===== src/rtl/addsub_flag_stage.sv =====
// Registered flag stage behind the 32-bit adder/subtractor: derives C/V/Z/N per beat,
// buffers beats in a 2-entry skid buffer and counts overflow beats with saturation.
module addsub_flag_stage #(
   parameter int WIDTH = 32,
   parameter int CNT_W = 8
) (
   input  logic             clk,
   input  logic             rst_n,
   input  logic             in_valid,
   output logic             in_ready,
   input  logic [WIDTH-1:0] ss,
   input  logic             cc,
   input  logic             a_msb,
   input  logic             b_msb,
   input  logic             sub,
   output logic             out_valid,
   input  logic             out_ready,
   output logic [WIDTH-1:0] result,
   output logic             flag_c,
   output logic             flag_v,
   output logic             flag_z,
   output logic             flag_n,
   output logic [CNT_W-1:0] ovf_count,
   input  logic             clr_count
);

   typedef struct packed {
      logic [WIDTH-1:0] res;
      logic             c;
      logic             v;
      logic             z;
      logic             n;
   } beat_t;

   typedef enum logic [1:0] {
      EMPTY = 2'd0,
      ONE   = 2'd1,
      TWO   = 2'd2
   } state_e;

   state_e           state_q, state_d;
   beat_t            out_q, out_d;
   beat_t            skid_q, skid_d;
   logic             in_ready_q;
   logic [CNT_W-1:0] cnt_q, cnt_d;

   beat_t in_beat;
   logic  y_msb;
   logic  accept;
   logic  emit;

   // For subtract the adder sees ~B, so the effective B sign is inverted.
   always_comb begin
      y_msb       = b_msb ^ sub;
      in_beat.res = ss;
      in_beat.c   = cc;
      in_beat.v   = (a_msb == y_msb) & (ss[WIDTH-1] != a_msb);
      in_beat.z   = ~|ss;
      in_beat.n   = ss[WIDTH-1];
   end

   assign in_ready  = in_ready_q;
   assign out_valid = (state_q != EMPTY);
   assign accept    = in_valid & in_ready_q;
   assign emit      = out_valid & out_ready;

   always_comb begin
      state_d = state_q;
      out_d   = out_q;
      skid_d  = skid_q;
      unique case (state_q)
         EMPTY: begin
            if (accept) begin
               out_d   = in_beat;
               state_d = ONE;
            end
         end
         ONE: begin
            if (accept && !emit) begin
               skid_d  = in_beat;
               state_d = TWO;
            end else if (emit && !accept) begin
               state_d = EMPTY;
            end else if (accept && emit) begin
               out_d   = in_beat;
            end
         end
         TWO: begin
            if (emit) begin
               out_d   = skid_q;
               state_d = ONE;
            end
         end
         default: state_d = EMPTY;
      endcase
   end

   // Clear wins over a simultaneous overflow accept; the count never wraps.
   always_comb begin
      cnt_d = cnt_q;
      if (clr_count) begin
         cnt_d = '0;
      end else if (accept && in_beat.v && (cnt_q != {CNT_W{1'b1}})) begin
         cnt_d = cnt_q + CNT_W'(1);
      end
   end

   always_ff @(posedge clk or negedge rst_n) begin
      if (!rst_n) begin
         state_q    <= EMPTY;
         out_q      <= '0;
         skid_q     <= '0;
         in_ready_q <= 1'b1;
         cnt_q      <= '0;
      end else begin
         state_q    <= state_d;
         out_q      <= out_d;
         skid_q     <= skid_d;
         in_ready_q <= (state_d != TWO);
         cnt_q      <= cnt_d;
      end
   end

   assign result    = out_q.res;
   assign flag_c    = out_q.c;
   assign flag_v    = out_q.v;
   assign flag_z    = out_q.z;
   assign flag_n    = out_q.n;
   assign ovf_count = cnt_q;

endmodule


===== config.mk =====
export PLATFORM = sky130hd
export DESIGN_NAME = addsub_flag_stage
export DESIGN_NICKNAME = d
export VERILOG_FILES = /design/src/rtl/addsub_flag_stage.sv
export SDC_FILE = /design/constraint.sdc
export NUM_CORES = 1
export LEC_CHECK = 0
export CAP_MARGIN = 30
export CELL_PAD_IN_SITES_DETAIL_PLACEMENT = 1
export CELL_PAD_IN_SITES_GLOBAL_PLACEMENT = 1
export CORE_ASPECT_RATIO = 1.75
export CORE_MARGIN = 3
export CORE_UTILIZATION = 34
export DETAILED_ROUTE_END_ITERATION = 6
export PLACE_DENSITY = 0.74
export REMOVE_ABC_BUFFERS = 1
export SLEW_MARGIN = 15
export SYNTH_ARGS = -nofsm -noshare
export SYNTH_HDL_FRONTEND = slang
export SYNTH_SLANG_ARGS = --single-unit

===== constraint.sdc =====
create_clock -name clk -period 1.72 [get_ports clk]
set_clock_uncertainty 0.05 [all_clocks]
set_input_delay 0.516 -clock clk [delete_from_list [all_inputs] [get_ports clk]]
set_output_delay 0.516 -clock clk [all_outputs]
set_load 0.05 [all_outputs]

# Word level (Yosys, flattened, before mapping)
# Index checks and enable logic that the tools add are counted.
# classes
addsub,1
multipliers,0
div_mod_pow,0
order_cmp,0
eq_ne,11
shifts,0
n_mux,13
bitwise_logic,4
n_reduce_logical,15
# ops
op,n
$mux W36,5
$pmux W36 S3,1
$reduce_or A32 Y1,1
$mux W8,2
$ne A2 B2 Y1 const B,6
$add A8 B1 Y8 const B,1
$mux W2,4
$ne A8 B8 Y1 const B,1
$pmux W2 S3,1
$reduce_and A6 Y1,1
$logic_and A1 B1 Y1,5
$reduce_bool A2 Y1,2
$and A1 B1 Y1,3
$logic_not A1 Y1,3
$reduce_bool A3 Y1,1
$eq A2 B1 Y1 const B,1
$eq A2 B2 Y1 const B,1
$logic_not A2 Y1,1
$reduce_and A2 Y1,1
$eq A1 B1 Y1,1
$ne A1 B1 Y1,1
$xor A1 B1 Y1,1
# word_totals
ff_bits,83
latchBits,0
ram_bits,0
rom_bits,0
in_bits,41
out_inout_bits,46
elab_cells,57
mem_count,0

# Longest topological paths before layout
# Gate-level depths: netlist of the first run.
# depth
depth_word,7
mapped_depth,6
depth_no_buf,5

# Worst setup path before layout of the first run
# OpenSTA, ideal clock, no wires.
# synth_path
kind,register to register
from,register cnt_q[0] (netlist: ovf_count[0])
to,register cnt_q[1] (netlist: ovf_count[1])
setup_time_ps,78
t_arrival_ps,1995
required_ps,1592
setup_slack_ps,-403
path_stages_with_launch,7
path_buffers,1
synth_period_minus_slack_ps,2123
cell_sequence,dfrtp_1 -> ha_1 -> and4_1 -> a41o_1 -> clkbuf_1 -> or3b_1 -> a21oi_1
# synth_via
elab_chain_len,3
word_cells_on_any_way,6
cone_classes,add/sub (1); eq/ne (1); mux (2); reduce/logical (2)
# synth_lines
item,line,source
"start, declared",45,"logic [CNT_W-1:0] cnt_q, cnt_d;"
"start signal, assigned",120,cnt_q <= cnt_d;
$add A8 B1 Y8 or $ne A8 B8 Y1 (tied branches),"104, 103",
$mux W8 or $logic_and A1 B1 Y1 (tied branches),103,end else if (accept && in_beat.v && (cnt_q != {CNT_W{1'b1}})) begin
$mux W8 or $reduce_bool A2 Y1 (tied branches),--,
# Parallel ways exist; a longest one is shown, timed or not. The select of a mux whose other input is x is not followed.
# A chain may end at the register's enable or synchronous reset.

# Worst setup path after layout of the first run
# layout_path
from,register cnt_q[0] (netlist: ovf_count[0])
to,register cnt_q[0] (netlist: ovf_count[0])
# Same word-level chain as after synthesis.

==> results of run 1 <==
==> per-layer routing <==
layer,vias to the layer above,share of wire [%]
met2,162,54
li1,1538,-
met5,-,0
met3,69,4.0
met4,0,5.4
met1,1939,37
==> kinds of logic (layout without fill, tap and decap cells) <==
family	count (synthesis)	in the layout	synth area share, %
flops	81	81	56.7
buf+inv	25	188	2.97
compound gates	58	59	10.4
xor+xnor	1	1	0.245
other cells	0	1	0
mux	39	40	12.3
simple gates	139	139	17.1
fa+ha+maj	1	1	0.350
==> stage by stage <==
stage | setup WS, ns | total power, µW | TNS [ns] | hold slack, ns
floorplan | -2.11 | 5820 | -95.01 | 0.170
global placement | -0.697 | 8630 | -36.84 | 0.414
detailed placement | -0.826 | 8830 | -41.33 | 0.424
CTS | -0.129 | 11200 | -1.67 | 0.0629
global route | -0.272 | 13200 | -11.34 | 0.0713
finish | -0.252 | 12800 | -8.72 | 0.0513
==> power groups by stage <==
stage | Sequential [µW] | Combinational, µW | Clock (µW)
after global placement | 3440 | 5190 | 0
after CTS | 3490 | 5730 | 1930
final | 3730 | 7060 | 2010
after detailed placement | 3500 | 5330 | 0
after global routing | 3790 | 7280 | 2110
after floorplan | 4620 | 1200 | 0
==> state kept, by name (all words and copies together), names as in the netlist <==
signal and flops:
flag_c 1, flag_z 1, flag_v 1, in_ready 1
ovf_count 8, state_q 2, result 32, skid_q 35
==> layout make-up <==
type | instances | area share, %
Clock inverter | 3 | 0.577
Sequential cell | 81 | 29.2
Tap cell | 125 | 2.25
Timing Repair Buffer | 171 | 33.0
Clock buffer | 13 | 3.61
Multi-Input combinational cell | 240 | 31.2
Antenna cell | 1 | 0.0361
Inverter | 1 | 0.0541
==> cells in the final DEF (no fill, tap or decap), drive strengths merged, types with 2 or more instances in the layout <==
| cell | instances |
|---|---|
| nand3 | 2 |
| buf | 129 |
| clkdlybuf4s50 | 10 |
| a41o | 2 |
| dlymetal6s2s | 8 |
| mux2i | 3 |
| nor4 | 8 |
| clkinv | 2 |
| nand2b | 3 |
| a21oi | 11 |
| or4 | 5 |
| dlygate4sd2 | 18 |
| a31oi | 33 |
| nand4 | 2 |
| clkbuf | 19 |
| mux2 | 37 |
| dfrtp | 80 |
| or3 | 2 |
| o31ai | 6 |
| o21ai | 2 |
| nor2b | 2 |
| nand2 | 72 |
| nor2 | 37 |
==> final timing paths <==
path | startpoint | slack (ns) | end
max | ovf_count[0] | -0.25 | ovf_count[0]
max in group asynchronous | rst_n | 1.02 | skid_q[21]
max reg2reg | ovf_count[0] | -0.25 | ovf_count[0]
min | rst_n | 0.05 | ovf_count[4]
min in group clk | skid_q[20] | 0.47 | skid_q[20]
min reg2reg | skid_q[20] | 0.47 | skid_q[20]
==> cell usage after synthesis, types with 3 or more instances <==
master and instances:
a21oi_1 11, a31oi_1 33, buf_2 7, clkbuf_1 14, dfrtp_1 80, mux2_2 35
mux2i_1 3, nand2_1 72, nand2b_1 3, nor2_1 37, nor4_1 8, o31ai_1 5
or4_1 5
==> what timing repair did <==
action / in CTS / in global routing
endpoints found under the setup margin: 79 / 80
buffers inserted: 10 / 18
pin swaps: 29 / 17
gates cloned: 6 / 5
gates resized for setup: 74 / 138
==> critical path: stages (launching register included) <==
cell     delay (ns)
dfrtp_1        0.42
ha_2           0.20
and4_4         0.16
a41o_4         0.29
buf_6          0.14
o21ai_0        0.42
a21oi_4        0.13
==> impl_metrics.py, run 1 <==
metrics = {
    "run_status": {
        "status": "complete, but fails checks",
        "failed_checks": "negative setup slack",
    },
    "clocking": {
        "clkTransAtPathRegs_ns": 0.07,
        "cts_tree": "done",
        "clkLatencyLatePin_ns": 0.34,
        "root_buffer": "clkbuf_16",
        "clock_path_buffers": 2,
        "cts_sinks": 81,
        "htreeDepth": 3,
        "holdBufCountCts": 0,
        "numCtsBuffers": 9,
    },
    "yosys": {
        "avgSynthCellArea_um2": 10.4,
        "seq_area_frac_synth_pct": 56.7,
        "synth_cell_types": 38,
        "synth_top_area_share_pct": 56.0,
        "yosys_most_used_dff": "dfrtp_1",
        "synth_area_um2": 3580,
        "ys_seq_elements": 81,
        "synth-edff-count": 0,
        "async_reset_ff_share_pct": 100,
        "yosysWarningCount": 0,
        "postSynthCellCount": 344,
        "synth_area_leaders": "dfrtp_1 (56%), mux2_2 (11%), nand2_1 (7.6%)",
        "synth_top_area_cell": "dfrtp_1",
    },
    "final_layout": {
        "finalNonFillerCells": 635,
        "fin_area_um2": 6940,
        "fin_util_pct": 68.8,
        "multi_input_area_um2": 2160,
        "nNetsFinal": 546,
        "nFillCells": 921,
        "synthToLayoutAreaGrowth_pct": 94.0,
        "regArea_um2": 2030,
        "drive_above_1_share_pct": 52.1,
    },
    "pwr": {
        "vdd.ir_drop.worst_v": 0.00103,
        "pwr-share-seq_pct": 29.2,
        "power_switching_uw": 5290,
        "p_sw_share_pct": 41.4,
        "cellLeakagePower_uw": 0.00302,
        "combPwrFrac_pct": 55.1,
        "p_int_uw": 7500,
        "power.density_nw_per_um2": 1840,
        "clkPwrFrac_pct": 15.7,
    },
    "timing": {
        "min_period_ns": 1.97,
        "post-route-period-util_pct": 115,
        "drv_slew": 0,
        "setup_slack_ns": -0.252,
        "rsz0062_at_grt": "true",
        "worst_slew_pin_slew_ns": 0.589,
        "relSlewSlack_pct": 60.6,
        "fmax_mhz": 507,
        "hold_violations": 0,
        "setup_viol": 80,
    },
    "placed_design": {
        "place_area_um2": 5460,
        "place_inst": 584,
        "dp_hpwl_um": 8170,
        "port_buffers": 86,
        "place_congestion": 0.762,
    },
    "global_routing": {
        "grt_usage_pct": 25.6,
        "busiest_layer": "met2",
        "grt_util_met2_pct": 49.2,
        "antenna_found_initial": 1,
        "grt_use_met1_pct": 28.1,
        "use_met3_pct": 3.25,
        "grt_max_degree": 34,
        "overflow": 0,
        "grt_pass1_wl_um": 23100,
        "grt_pass1_vias": 3970,
    },
    "floorplan": {
        "core_um2": 10100,
        "io-pin-count": 87,
        "start_util_pct": 35.4,
        "num_rows": 48,
        "die_w_um": 83.5,
        "dieArea_um2": 11800,
        "dieHeight_um": 142,
    },
    "worst_setup_path": {
        "cp-start-kind": "register",
        "cp.required_ns": 1.87,
        "worstRegToRegCells": 6,
        "worst_setup_path_end_kind": "register",
        "crit_path_max_fanout": 6,
        "criticalPathCategory": "register to register",
        "arrival_ns": 2.12,
    },
    "route": {
        "drt_iter0_drc": 250,
        "wire_per_inst_um": 29.4,
        "antenna_left": 0,
        "wl_um": 18700,
        "vias_per_cell": 5.84,
        "first_pass_iters": 4,
        "drc_errors": 0,
        "vias": 3708,
    },
    "flow_run": {
        "maxCapViolations": 0,
    },
    "min_path": {
        "hold_path_class": "input port to async pin",
    },
}
Note: power is estimated with default switching activity, not from simulation.
==> run 2, diff against run 1 <==
--- a/config.mk
+++ b/config.mk
@@ -6,11 +6,11 @@
 export NUM_CORES = 1
 export LEC_CHECK = 0
 export CAP_MARGIN = 30
-export CELL_PAD_IN_SITES_DETAIL_PLACEMENT = 1
-export CELL_PAD_IN_SITES_GLOBAL_PLACEMENT = 1
+export CELL_PAD_IN_SITES_DETAIL_PLACEMENT = 0
+export CELL_PAD_IN_SITES_GLOBAL_PLACEMENT = 2
 export CORE_ASPECT_RATIO = 1.75
 export CORE_MARGIN = 3
-export CORE_UTILIZATION = 34
+export CORE_UTILIZATION = 28
 export DETAILED_ROUTE_END_ITERATION = 6
 export PLACE_DENSITY = 0.74
 export REMOVE_ABC_BUFFERS = 1
==> impl_metrics.py, run 2 (same netlist as run 1, synthesis figures left out) <==
metrics = {
    "run_status": {
        "status": "complete, but fails checks",
        "failed_checks": "negative setup slack",
    },
    "final_layout": {
        "fin_area_um2": 6520,
        "synthToLayoutAreaGrowth_pct": 82.2,
        "final_cell_mix": "dfrtp_1 (80), nand2_1 (71), buf_4 (56)",
        "drive_above_1_share_pct": 47.2,
        "final_common_cell": "dfrtp_1",
        "nNetsFinal": 543,
        "largest_reg_flops": 35,
        "largest_register": "skid_q",
        "nFillCells": 1117,
        "antenna_cells": 0,
    },
    "clocking": {
        "clock_path_buffers": 2,
        "holdBufCountCts": 0,
        "htreeDepth": 3,
        "cts_tree": "done",
        "numCtsBuffers": 9,
        "cts_sinks": 81,
        "root_buffer": "clkbuf_16",
        "clkTransAtPathRegs_ns": 0.06,
        "clkLatencyLatePin_ns": 0.34,
    },
    "global_routing": {
        "overflow": 0,
        "grt_pass1_vias": 3358,
        "grt_max_degree": 82,
        "grt_pass1_wl_um": 17500,
        "grt_usage_pct": 15.7,
        "antenna_found_initial": 0,
    },
    "timing": {
        "setup_slack_ns": -0.0736,
        "setup_viol": 31,
        "fmax_mhz": 558,
        "post-route-period-util_pct": 104,
        "rsz0062_at_grt": "true",
        "relSlewSlack_pct": 69.5,
        "drv_slew": 0,
        "worst_slew_pin_slew_ns": 0.457,
        "min_period_ns": 1.79,
        "hold_violations": 0,
    },
    "placed_design": {
        "place_congestion": 0.825,
        "place_area_um2": 5580,
        "port_buffers": 86,
        "dp_hpwl_um": 6980,
        "post-place-ws_ns": -0.733,
    },
    "worst_setup_path": {
        "crit_end": "ovf_count[5]",
        "worstRegToRegCells": 5,
        "cp-start-kind": "register",
        "worstReg2RegEnd": "ovf_count[5]",
        "rrSetupSlack_ns": -0.07,
        "arrival_ns": 2.00,
        "crit_start": "ovf_count[1]",
        "regToRegStartpoint": "ovf_count[1]",
        "worst_setup_path_end_kind": "register",
        "criticalPathCategory": "register to register",
        "crit_path_max_fanout": 6,
        "cp.required_ns": 1.92,
    },
    "pwr": {
        "power.density_nw_per_um2": 1720,
        "cellLeakagePower_uw": 0.00283,
        "vdd.ir_drop.worst_v": 0.000938,
    },
    "floorplan": {
        "dieArea_um2": 14200,
        "core_um2": 12500,
        "start_util_pct": 28.6,
        "dieHeight_um": 155,
        "die_w_um": 91.4,
        "num_rows": 54,
        "io-pin-count": 87,
    },
    "route": {
        "wire_per_inst_um": 16.9,
        "drt_iter0_drc": 106,
        "drc_errors": 0,
        "vias": 3264,
        "wl_um": 11400,
        "vias_per_cell": 4.84,
        "first_pass_iters": 5,
        "antenna_left": 0,
    },
    "flow_run": {
        "maxCapViolations": 0,
    },
    "min_path": {
        "hold_path_class": "input port to async pin",
    },
}
## run 2: timing repair
action | 4_1_cts | 5_1_grt
gates cloned | 5 | 5
endpoints found under the hold margin | 0 | 0
buffers inserted | 7 | 4
pin swaps | 25 | 14
setup endpoints to repair | 80 | 62
resized for setup | 60 | 69
## run 2: cell type report
type	instances	area [µm²]	share of cell area (%)
clock buffers	16	272	4.17
flip-flops and latches	81	2030	31.1
well taps	168	210	3.23
multi-input cells	240	1800	27.7
repair buffers	168	2200	33.8
inverters	1	3.75	0.0576
## run 2: critical path, cell delays in order (launching register included)
cell and delay, ns:
dfrtp_1 0.39, ha_2 0.21, and4_4 0.19, a41o_4 0.28, or4b_1 0.47, a21oi_1 0.13
## run 2: metal layers
metal  track usage (%)  share of wire (%)  vias to the layer above
met1              17.8                 39                     1633
met2              28.7                 56                       88
li1                  -                  -                     1529
met5                 0                  0                        -
met4              5.83                1.3                        0
met3              3.19                3.7                       14
## run 2: worst min-delay path by stage
stage                               to  cells past startpoint  slack [ns]
after floorplan                 flag_c                      0        0.17
after global placement       skid_q[2]                      1        0.44
after detailed placement    skid_q[28]                      1        0.45
after CTS                 ovf_count[4]                      2        0.17
after global routing      ovf_count[4]                      2        0.17
final                     ovf_count[1]                      2        0.12
## run 2: power breakdown
| group | switching, µW | internal [µW] | total (µW) |
|---|---|---|---|
| registers | 795 | 2740 | 3540 |
| clock network | 720 | 1060 | 1780 |
| logic | 2830 | 3060 | 5890 |
| total | 4350 | 6860 | 11200 |
## run 2: through the flow
| step | hold WS [ns] | std cells | setup TNS, ns | util [%] | power, µW |
|---|---|---|---|---|---|
| 6_report | 0.122 | 674 | -0.570 | 52.1 | 11200 |
| 3_3_place_gp | 0.438 | 639 | -41.85 | 44.7 | 8640 |
| 5_1_grt | 0.172 | 674 | -3.00 | 52.1 | 11700 |
| 2_1_floorplan | 0.170 | 320 | -95.01 | - | 5820 |
| 4_1_cts | 0.169 | 667 | -0.253 | 49.3 | 10800 |
| 3_5_place_dp | 0.445 | 639 | -42.90 | 44.7 | 8730 |
==> run 3, diff against run 2 <==
--- a/config.mk
+++ b/config.mk
@@ -14,7 +14,9 @@
 export DETAILED_ROUTE_END_ITERATION = 6
 export PLACE_DENSITY = 0.74
 export REMOVE_ABC_BUFFERS = 1
+export SKIP_CTS_REPAIR_TIMING = 1
 export SLEW_MARGIN = 15
 export SYNTH_ARGS = -nofsm -noshare
 export SYNTH_HDL_FRONTEND = slang
 export SYNTH_SLANG_ARGS = --single-unit
+export TNS_END_PERCENT = 50
==> impl_metrics.py, run 3 (same netlist as run 1, synthesis figures left out) <==
metrics = {
    "route": {
        "vias": 3226,
        "highest_layer": "met4",
        "drc_errors": 0,
        "wl_met2_um": 6340,
        "wl_met3_um": 419,
        "wire_per_inst_um": 16.9,
        "met1_length_um": 4410,
        "first_pass_iters": 4,
        "antenna_left": 0,
        "vias_per_cell": 4.79,
        "drt_iter0_drc": 111,
        "wl_um": 11300,
    },
    "final_layout": {
        "finalNonFillerCells": 673,
        "synthToLayoutAreaGrowth_pct": 83.5,
        "multi_input_area_um2": 1770,
        "final_common_cell": "dfrtp_1",
        "largest_reg_flops": 35,
        "nNetsFinal": 542,
        "antenna_cells": 0,
        "nFillCells": 1102,
        "fin_area_um2": 6560,
        "drive_above_1_share_pct": 45.7,
        "largest_register": "skid_q",
        "regArea_um2": 2030,
        "final_cell_mix": "dfrtp_1 (80), nand2_1 (71), buf_4 (57)",
    },
    "placed_design": {
        "place_inst": 639,
        "dp_hpwl_um": 6980,
        "post-place-ws_ns": -0.733,
        "port_buffers": 86,
        "place_area_um2": 5580,
        "place_congestion": 0.825,
    },
    "worst_setup_path": {
        "critical-path-top-delay-family": "simple AND/OR/NAND/NOR gates",
        "worstReg2RegEnd": "ovf_count[6]",
        "arrival_ns": 2.01,
        "regToRegStartpoint": "ovf_count[1]",
        "max_stage_delay_ns": 0.48,
        "worstRegToRegCells": 5,
        "cp-start-kind": "register",
        "rrSetupSlack_ns": -0.09,
        "worst_setup_path_end_kind": "register",
        "path_cells": "ha_2, and4_4, a41o_4, or4_4, a21oi_2",
        "crit_path_max_fanout": 6,
        "cp.required_ns": 1.92,
        "criticalPathCategory": "register to register",
        "cp.buffers_inverters": 0,
        "crit_slowest_cell": "or4_4",
    },
    "global_routing": {
        "antenna_found_initial": 0,
        "overflow": 0,
        "grt_max_degree": 82,
        "grt_usage_pct": 14.7,
        "grt_pass1_vias": 3182,
        "grt_pass1_wl_um": 16400,
    },
    "clocking": {
        "root_buffer": "clkbuf_16",
        "htreeDepth": 3,
        "clkTransAtPathRegs_ns": 0.06,
        "clkLatencyLatePin_ns": 0.34,
        "numCtsBuffers": 9,
        "cts_sinks": 81,
        "clock_path_buffers": 2,
        "cts_tree": "done",
    },
    "floorplan": {
        "io-pin-count": 87,
        "core_um2": 12500,
        "die_w_um": 91.4,
        "num_rows": 54,
        "dieHeight_um": 155,
        "dieArea_um2": 14200,
        "start_util_pct": 28.6,
    },
    "timing": {
        "post-route-period-util_pct": 105,
        "relSlewSlack_pct": 69.3,
        "setup_slack_ns": -0.0866,
        "hold_slack_ns": 0.140,
        "fmax_mhz": 554,
        "fin_setup_tns_ns": -0.498,
        "rsz0062_at_grt": "true",
        "hold_violations": 0,
        "drv_slew": 0,
        "setup_viol": 14,
        "worst_slew_pin_slew_ns": 0.459,
        "min_period_ns": 1.81,
    },
    "min_path": {
        "hold_path_class": "input port to async pin",
    },
    "flow_run": {
        "maxCapViolations": 0,
    },
    "pwr": {
        "power.density_nw_per_um2": 1700,
        "cellLeakagePower_uw": 0.00296,
        "vdd.ir_drop.worst_v": 0.000904,
    },
    "run_status": {
        "status": "complete, but fails checks",
        "failed_checks": "negative setup slack",
    },
}
## run 3: changes by cell type in the layout (fill, tap and decap cells not counted), sizes merged
cell and change:
buf -6, clkbuf +3, clkdlybuf4s15 -1, dlygate4sd2 -14
dlymetal6s2s +17
## run 3: area by class of cell
class | count | area share [%]
inverters | 1 | 0.0572
repair buffers | 167 | 34.7
flip-flops and latches | 81 | 30.9
well taps | 168 | 3.20
clock buffers | 16 | 4.14
multi-input cells | 240 | 27.0
## run 3: routing by layer
layer | up-vias | track usage [%]
li1 | 1529 | -
met1 | 1615 | 17.2
met2 | 73 | 25.9
met3 | 9 | 3.14
met4 | 0 | 5.68
met5 | - | 0
## run 3: report_power, final
group          internal [µW]  total, µW  leakage, µW  switching (µW)
Clock                   1060       1780     0.000131             720
Combinational           3050       5860      0.00187            2800
Sequential              2740       3510     0.000955             771
Total                   6860      11100      0.00296            4290
## run 3: through the flow
step	power (µW)	utilization [%]
6_report	11100	52.5
5_1_grt	11700	52.5
4_1_cts	10500	46.8
3_5_place_dp	8730	44.7
3_3_place_gp	8640	44.7
2_1_floorplan	5820	-
## run 3: worst max path at each step
| stage | slack [ns] | cells past startpoint | endpoint | start |
|---|---|---|---|---|
| CTS | -0.37 | 6 | ovf_count[4] | b_msb |
| global placement | -0.67 | 6 | ovf_count[5] | sub |
| finish | -0.09 | 5 | ovf_count[6] | ovf_count[1] |
| global route | -0.14 | 5 | ovf_count[6] | ovf_count[1] |
| detailed placement | -0.73 | 6 | ovf_count[4] | b_msb |
| floorplan | -2.11 | 4 | flag_z | in_ready |
